### src/rtl/rc4_stream_cipher.sv
// RC4 keystream consumer: buffers keystream bytes in a small FIFO and XORs them
// with host bytes one-for-one; the same path encrypts and decrypts.
module rc4_stream_cipher #(
    parameter int FIFO_DEPTH = 4,
    parameter int LEN_WIDTH  = 16
) (
    input  logic                 clk,
    input  logic                 rst,
    input  logic                 start,
    input  logic [LEN_WIDTH-1:0] msg_len,
    input  logic                 ks_valid,
    input  logic [7:0]           ks_data,
    output logic                 ks_ready,
    input  logic                 din_valid,
    input  logic [7:0]           din,
    output logic                 din_ready,
    output logic                 dout_valid,
    output logic [7:0]           dout,
    input  logic                 dout_ready,
    output logic                 busy,
    output logic                 done,
    output logic [LEN_WIDTH-1:0] byte_cnt
);
    localparam int AW = $clog2(FIFO_DEPTH);

    typedef enum logic [1:0] {IDLE, RUN, DRAIN} state_t;

    state_t               state;
    logic [LEN_WIDTH-1:0] len, ks_cnt, in_cnt;
    logic [7:0]           mem [FIFO_DEPTH];
    logic [AW:0]          wr_ptr, rd_ptr;
    logic                 fifo_empty, fifo_full, push, pop, out_hs;

    // Extra pointer MSB tells a full FIFO from an empty one when the indices match.
    assign fifo_empty = (wr_ptr == rd_ptr);
    assign fifo_full  = (wr_ptr[AW] != rd_ptr[AW]) && (wr_ptr[AW-1:0] == rd_ptr[AW-1:0]);

    assign ks_ready  = (state == RUN) && !fifo_full && (ks_cnt < len);
    assign din_ready = (state == RUN) && !fifo_empty && (in_cnt < len)
                       && (!dout_valid || dout_ready);
    assign push      = ks_valid && ks_ready;
    assign pop       = din_valid && din_ready;
    assign out_hs    = dout_valid && dout_ready;
    assign busy      = (state != IDLE);

    always_ff @(posedge clk) begin
        if (push) mem[wr_ptr[AW-1:0]] <= ks_data;
    end

    always_ff @(posedge clk) begin
        if (rst) begin
            state      <= IDLE;
            len        <= '0;
            ks_cnt     <= '0;
            in_cnt     <= '0;
            byte_cnt   <= '0;
            wr_ptr     <= '0;
            rd_ptr     <= '0;
            dout_valid <= 1'b0;
            dout       <= '0;
            done       <= 1'b0;
        end else begin
            done <= 1'b0;
            if (push) begin
                wr_ptr <= wr_ptr + (AW+1)'(1);
                ks_cnt <= ks_cnt + LEN_WIDTH'(1);
            end
            // A reload in the same cycle as the handshake keeps dout_valid high.
            if (pop) begin
                rd_ptr     <= rd_ptr + (AW+1)'(1);
                in_cnt     <= in_cnt + LEN_WIDTH'(1);
                dout       <= din ^ mem[rd_ptr[AW-1:0]];
                dout_valid <= 1'b1;
            end else if (out_hs) begin
                dout_valid <= 1'b0;
            end
            if (out_hs) byte_cnt <= byte_cnt + LEN_WIDTH'(1);

            case (state)
                IDLE: begin
                    if (start) begin
                        if (msg_len != '0) begin
                            len      <= msg_len;
                            ks_cnt   <= '0;
                            in_cnt   <= '0;
                            byte_cnt <= '0;
                            state    <= RUN;
                        end else begin
                            done <= 1'b1;
                        end
                    end
                end
                RUN: begin
                    if (pop && (in_cnt + LEN_WIDTH'(1) == len)) state <= DRAIN;
                end
                DRAIN: begin
                    if (out_hs) begin
                        done  <= 1'b1;
                        state <= IDLE;
                    end
                end
                default: state <= IDLE;
            endcase
        end
    end
endmodule

### config.mk
export PLATFORM = sky130hd
export DESIGN_NAME = rc4_stream_cipher
export DESIGN_NICKNAME = d
export VERILOG_FILES = /design/src/rtl/rc4_stream_cipher.sv
export SDC_FILE = /design/constraint.sdc
export NUM_CORES = 1
export LEC_CHECK = 0
export ABC_AREA = 1
export BUFFER_PORTS_ARGS = -buffer_cell sky130_fd_sc_hd__buf_2
export CAP_MARGIN = 30
export CORE_MARGIN = 4
export CORE_UTILIZATION = 59
export CTS_CLUSTER_DIAMETER = 40
export DETAILED_ROUTE_END_ITERATION = 12
export PLACE_DENSITY = 0.87
export SETUP_SLACK_MARGIN = 0.5
export SLEW_MARGIN = 40
export SYNTH_ARGS = -nofsm -noshare
export SYNTH_HDL_FRONTEND = slang
export SYNTH_SLANG_ARGS = --single-unit
### constraint.sdc
create_clock -name clk -period 2.6 [get_ports clk]
set_input_delay 0.26 -clock clk [delete_from_list [all_inputs] [get_ports clk]]
set_output_delay 0.26 -clock clk [all_outputs]
set_load 0.05 [all_outputs]
==> results of run 1 <==
synth_stat cells (2+ instances only):
master,n
xnor2_1,16
nand3_1,46
nand3b_1,2
o21bai_1,2
nand4_1,14
o21a_1,3
nor3_1,11
o21ai_0,69
a21oi_1,66
o21ai_1,5
ha_1,39
nand2_1,133
buf_2,9
nor2_4,7
nand2_2,8
clkbuf_1,8
nand3_2,4
edfxtp_1,32
dfxtp_1,84
nor2_1,82
inv_1,86
o22ai_1,8
a21oi_2,2
xor2_1,12
a211oi_2,2
inv_2,2
nor4_1,5
a31oi_1,3
and2_1,2
nor2_2,7
worst max-delay path: cells and delay by family, from the launching register on:
family	cells	cell delay, ns
adder cells (fa/ha/maj)	1	0.24
flip-flops	1	0.36
AO/OA/AOI/OAI	2	0.35
AND/OR/NAND/NOR	3	0.29
buffers and inverters	4	0.38
metrics by stage:
stage | hold slack [ns] | utilization (%) | worst slack (ns)
finish | 0.02069 | 78.84 | 0.1482
global route | 0.05058 | 78.84 | 0.1017
CTS | 0.01801 | 73.31 | 0.2626
detailed placement | 0.4793 | 64.84 | 0.3377
global placement | 0.4715 | 64.84 | 0.3699
floorplan | 0.3224 | - | 0.4507
path summary, 6_finish.rpt:
kind | end | slack [ns] | cells past startpoint
setup / recovery | din_ready | 0.15 | 10
hold reg to reg | byte_cnt[15] | 0.51 | 2
setup reg to reg | in_cnt[1] | 0.19 | 15
hold / removal | len[6] | 0.02 | 3
sequential cells by signal (all words and copies together) (netlist names), named ones only:
signal,cells
byte_cnt,16
done,1
dout,8
dout_valid,1
in_cnt,16
ks_cnt,16
len,16
mem,32
rd_ptr,3
state,2
wr_ptr,3
layer usage:
metal  part of all wire, %  vias to the layer above  GRT usage (%)  wire [um]
met5                     0                        -              0          0
met4                   7.2                        0          14.42       1513
met3                    12                      161          7.047       2479
met2                    46                      569          44.71       9570
met1                    35                     2955          34.11       7346
li1                      -                     2836              -          -
cells by family after synthesis:
| family | count (synthesis) | share of synthesized area [%] |
|---|---|---|
| simple gates | 326 | 24.28 |
| compound gates | 163 | 14.18 |
| flops | 116 | 42.80 |
| buf+inv | 108 | 6.869 |
| fa+ha+maj | 39 | 7.903 |
| xor+xnor | 28 | 3.972 |
final cells by class:
type / instances / area, um^2
clock inverters: 13 / 113.9
clock buffers: 18 / 417.9
well taps: 136 / 170.2
fillers: 594 / 2175
flip-flops and latches: 116 / 2675
multi-input cells: 556 / 3548
repair buffers: 108 / 829.5
inverters: 89 / 347.8
power by group:
| group | total (mW) | switching [mW] | internal (mW) |
|---|---|---|---|
| logic | 0.714 | 0.449 | 0.265 |
| clock network | 2.14 | 0.882 | 1.25 |
| registers | 1.96 | 0.0465 | 1.91 |
repair_timing:
item | 4_1_cts | 5_1_grt
buffers inserted | 6 | 15
hold buffers | 9 | 0
gates resized for setup | 48 | 105
setup endpoints to repair | 71 | 81
hold endpoints to repair | 33 | 0
pin swaps | 18 | 30
gates cloned | 0 | 5
==> results.toml, run 1 <==
[run_status]
run_status = "finished, final reports clean"

[yosys]
synth_warnings = 0
synth_area_per_cell_um2 = 7.916
syn_inst = 780
ys_types = 41
synth-edff-count = 32
synth_area_leaders = "dfxtp_1 27%, edfxtp_1 16%, nand2_1 8.1%"
synthArstFlopShare_pct = 0
synth.ff_latch_count = 116
syn_nets = 857
syn_area_mm2 = 0.006175
seq_area_frac_synth_pct = 42.80
ys.flop_type = "dfxtp_1"
yosys.area.top_type_share_pct = 27.23
yosysTopAreaCell = "dfxtp_1"

[floorplan]
die_height_um = 110.3
die-area_mm2 = 0.01217
rows = 37
initial_core_util_pct = 60.08
core-area_mm2 = 0.01028
die_w_um = 110.3
ios = 67

[min_path]
worstHoldStart = "msg_len[6]"
hold_path_class = "primary input to register"

[placed_design]
hpwl_mm = 10.50
portBuffers = 66
placed_cell_area_mm2 = 0.006664
placedCellCount = 970
gpl.final_weighted_congestion = 0.9739

[finish]
area_delta_synth_final_pct = 31.23
insertedDiodeCount = 0
finalInstanceArea_mm2 = 0.008103
layout_commonest_cell = "nand2_1"
drive_gt1_share_pct = 29.78
final_nets = 965
final_cell_mix = "118 x nand2_1, 77 x nor2_1, 67 x inv_1, 65 x buf_2, 60 x dfxtp_1"
stdcell_count = 1036

[sta]
fin_crit_ns = 2.452
fin_setup_tns_ns = 0
hold_viol = 0
max_slew_margin_pct = 67.10
finClkSkew_ns = 0.01566
rsz0062_at_grt = "yes"
fmaxAchievable_mhz = 407.9
setup_viol = 0
worst_pin_slew_ns = 0.4917
period_share_pct = 94.30
drv_slew = 0

[detailed_routing]
firstDrtPassIters = 9
wl_per_cell_um = 20.18
drt_iter0_markers = 777
via_per_inst = 6.294
drc = 0
ant_nets = 0
wl_mm = 20.91
vias = 6521

[worst_setup_path]
path_class = "register to output pin"
critPathMaxFanout = 4
critPathSlowestCell = "dfxtp_2"
path_cells = "inv_4, ha_4, nand2_2, inv_2, o21ai_2, nand2_1, a21oi_2, nand4_4, clkinvlp_4, buf_8"
r2r-start = "len[9]"
required_ns = 2.34
startpoint = "len[9]"
endpoint_kind = "output pin"
cp_slowest_stage_delay_ns = 0.36
worstPathArrival_ns = 2.19
startpoint_type = "register"

[grt]
grt_pass1_wl_mm = 25.63
grt_start_max_net_pins = 34
grt_remaining_overflow = 0
grt_pass1_vias = 5465
grt.total_usage_pct = 27.67
antenna_found_initial = 0

[power]
cellLeakagePower_nw = 3.245
vdd_drop_max_mv = 0.5525
total_power_mw = 4.807
p_per_area_mw_per_mm2 = 593.2

[clocking]
h-tree-depth = 4
path_clk_slew_ns = 0.07
cts_made_buffers = 17
cts_root_buf = "clkbuf_8"
cts_tree = "done"
cts.sinks = 116
cts_buffer_depth = 2
clk_latency_ns = 0.55

[flow_run]
drv_cap = 0
Power figures use the tool's default switching activity.
==> inputs of run 2 (changes only) <==
--- a/config.mk
+++ b/config.mk
@@ -10,6 +10,7 @@
 export CAP_MARGIN = 30
 export CORE_MARGIN = 4
 export CORE_UTILIZATION = 59
+export CTS_BUF_LIST = sky130_fd_sc_hd__clkbuf_8 sky130_fd_sc_hd__clkbuf_16
 export CTS_CLUSTER_DIAMETER = 40
 export DETAILED_ROUTE_END_ITERATION = 12
 export PLACE_DENSITY = 0.87
==> run 2 against run 1 <==
Largest cell class unchanged. Global-route usage did not move. Combinational power barely moved. Critical path type unchanged. Core utilization did not move. Largest power group unchanged.
==> results.toml, run 2 (same netlist as run 1, synthesis figures left out) <==
[run_status]
run_status = "finished, final reports clean"

[clocking]
cts_tree = "done"
cts_made_buffers = 17
path_clk_slew_ns = 0.07
cts.sinks = 116
h-tree-depth = 4
cts_buffer_depth = 2
cts_root_buf = "clkbuf_8"
clk_latency_ns = 0.55

[finish]
drive_gt1_share_pct = 29.78
finalInstanceArea_mm2 = 0.008103
insertedDiodeCount = 0
largest_reg_flops = 32
num-fill-cells = 594
final_nets = 965
final_cell_mix = "118 x nand2_1, 77 x nor2_1, 68 x inv_1, 65 x buf_2, 60 x dfxtp_1"
area_delta_synth_final_pct = 31.23
layout_commonest_cell = "nand2_1"

[detailed_routing]
drt_iter0_markers = 779
firstDrtPassIters = 6
wl_per_cell_um = 20.15
drc = 0
ant_nets = 0
via_per_inst = 6.276
wl_mm = 20.88
vias = 6502

[worst_setup_path]
path_class = "register to output pin"
reg2reg_slack_ns = 0.19
worstPathArrival_ns = 2.19
r2r_cells = 15
required_ns = 2.34
endpoint_kind = "output pin"
startpoint_type = "register"
r2r-start = "len[9]"
r2r_end = "in_cnt[1]"
critPathMaxFanout = 4

[floorplan]
die_height_um = 110.3
rows = 37
initial_core_util_pct = 60.08
core-area_mm2 = 0.01028
die_w_um = 110.3
die-area_mm2 = 0.01217
ios = 67

[min_path]
worstHoldStart = "msg_len[6]"
holdPathStages = 3
hold_end = "len[6]"
hold_path_class = "primary input to register"

[sta]
drv_slew = 0
hold_slack_ns = 0.01900
fin_setup_tns_ns = 0
fin_crit_ns = 2.454
fmaxAchievable_mhz = 407.5
max_slew_margin_pct = 67.14
period_share_pct = 94.40
worst_pin_slew_ns = 0.4912
setup_viol = 0
rsz0062_at_grt = "yes"
hold_viol = 0
finClkSkew_ns = 0.01569

[grt]
grt_remaining_overflow = 0
grt_start_max_net_pins = 34
grt.total_usage_pct = 27.67
grt_pass1_vias = 5465
antenna_found_initial = 0
grt_pass1_wl_mm = 25.63

[placed_design]
hpwl_mm = 10.50
gpl.final_weighted_congestion = 0.9739
placed_cell_area_mm2 = 0.006664
portBuffers = 66

[power]
p_per_area_mw_per_mm2 = 592.7
vdd_drop_max_mv = 0.5525
cellLeakagePower_nw = 3.249

[flow_run]
drv_cap = 0
[run 2: cell types whose count changed in the layout (fill, tap and decap cells not counted), sizes merged]
cell | previous run | this run
clkbuf | 21 | 20
inv | 87 | 88
[run 2: routing by layer]
layer | global-route usage [%] | up-vias | share of wire [%]
met5 | 0 | - | 0
met4 | 14.42 | 0 | 7.2
met3 | 7.047 | 161 | 12
met2 | 44.71 | 550 | 46
met1 | 34.11 | 2955 | 35
li1 | - | 2836 | -
[run 2: layout make-up]
class,count,area [um^2],area share (%)
clock buffer,17,414.1,5.111
clock inverter,14,117.6,1.452
inverter,89,347.8,4.293
multi-input combinational,556,3548,43.79
sequential,116,2675,33.01
tap,136,170.2,2.100
timing repair buffer,108,829.5,10.24
[run 2: repair_timing]
item | in CTS | in global routing
gates resized for setup | 48 | 105
endpoints found under the hold margin | 33 | 0
endpoints found under the setup margin | 71 | 81
hold buffers | 9 | 0
gates cloned | 0 | 5
pin swaps | 18 | 30
buffers inserted | 6 | 15
[run 2: worst max path at each step]
stage,startpoint,endpoint,slack (ns),cells past startpoint
after global placement,len[9],mem[3][1],0.37,10
after detailed placement,len[13],register,0.34,10
after global routing,len[9],din_ready,0.10,10
after floorplan,len[9],mem[3][0],0.45,11
after CTS,len[11],ks_ready,0.26,10
final,len[9],din_ready,0.15,10
[run 2: power breakdown]
group / leakage, nW / switching [mW] / total, mW / internal (mW)
Clock: 0.253 / 0.883 / 2.13 / 1.25
Sequential: 0.982 / 0.0466 / 1.96 / 1.91
Combinational: 2.01 / 0.448 / 0.713 / 0.265
Total: 3.25 / 1.38 / 4.80 / 3.42
[run 2: worst max-delay path, cell delays in order (launching register included)]
cell	delay, ns
dfxtp_2	0.36
inv_4	0.06
ha_4	0.24
nand2_2	0.06
inv_2	0.04
o21ai_2	0.14
nand2_1	0.09
a21oi_2	0.21
nand4_4	0.14
clkinvlp_4	0.14
buf_8	0.15
[run 2: through the flow]
step,cells,worst slack [ns],total power [mW],util [%]
global placement,970,0.3699,2.445,64.84
CTS,1016,0.2626,4.582,73.31
floorplan,780,0.4507,2.307,-
global route,1036,0.1017,4.934,78.84
detailed placement,970,0.3377,2.459,64.84
finish,1036,0.1457,4.803,78.84
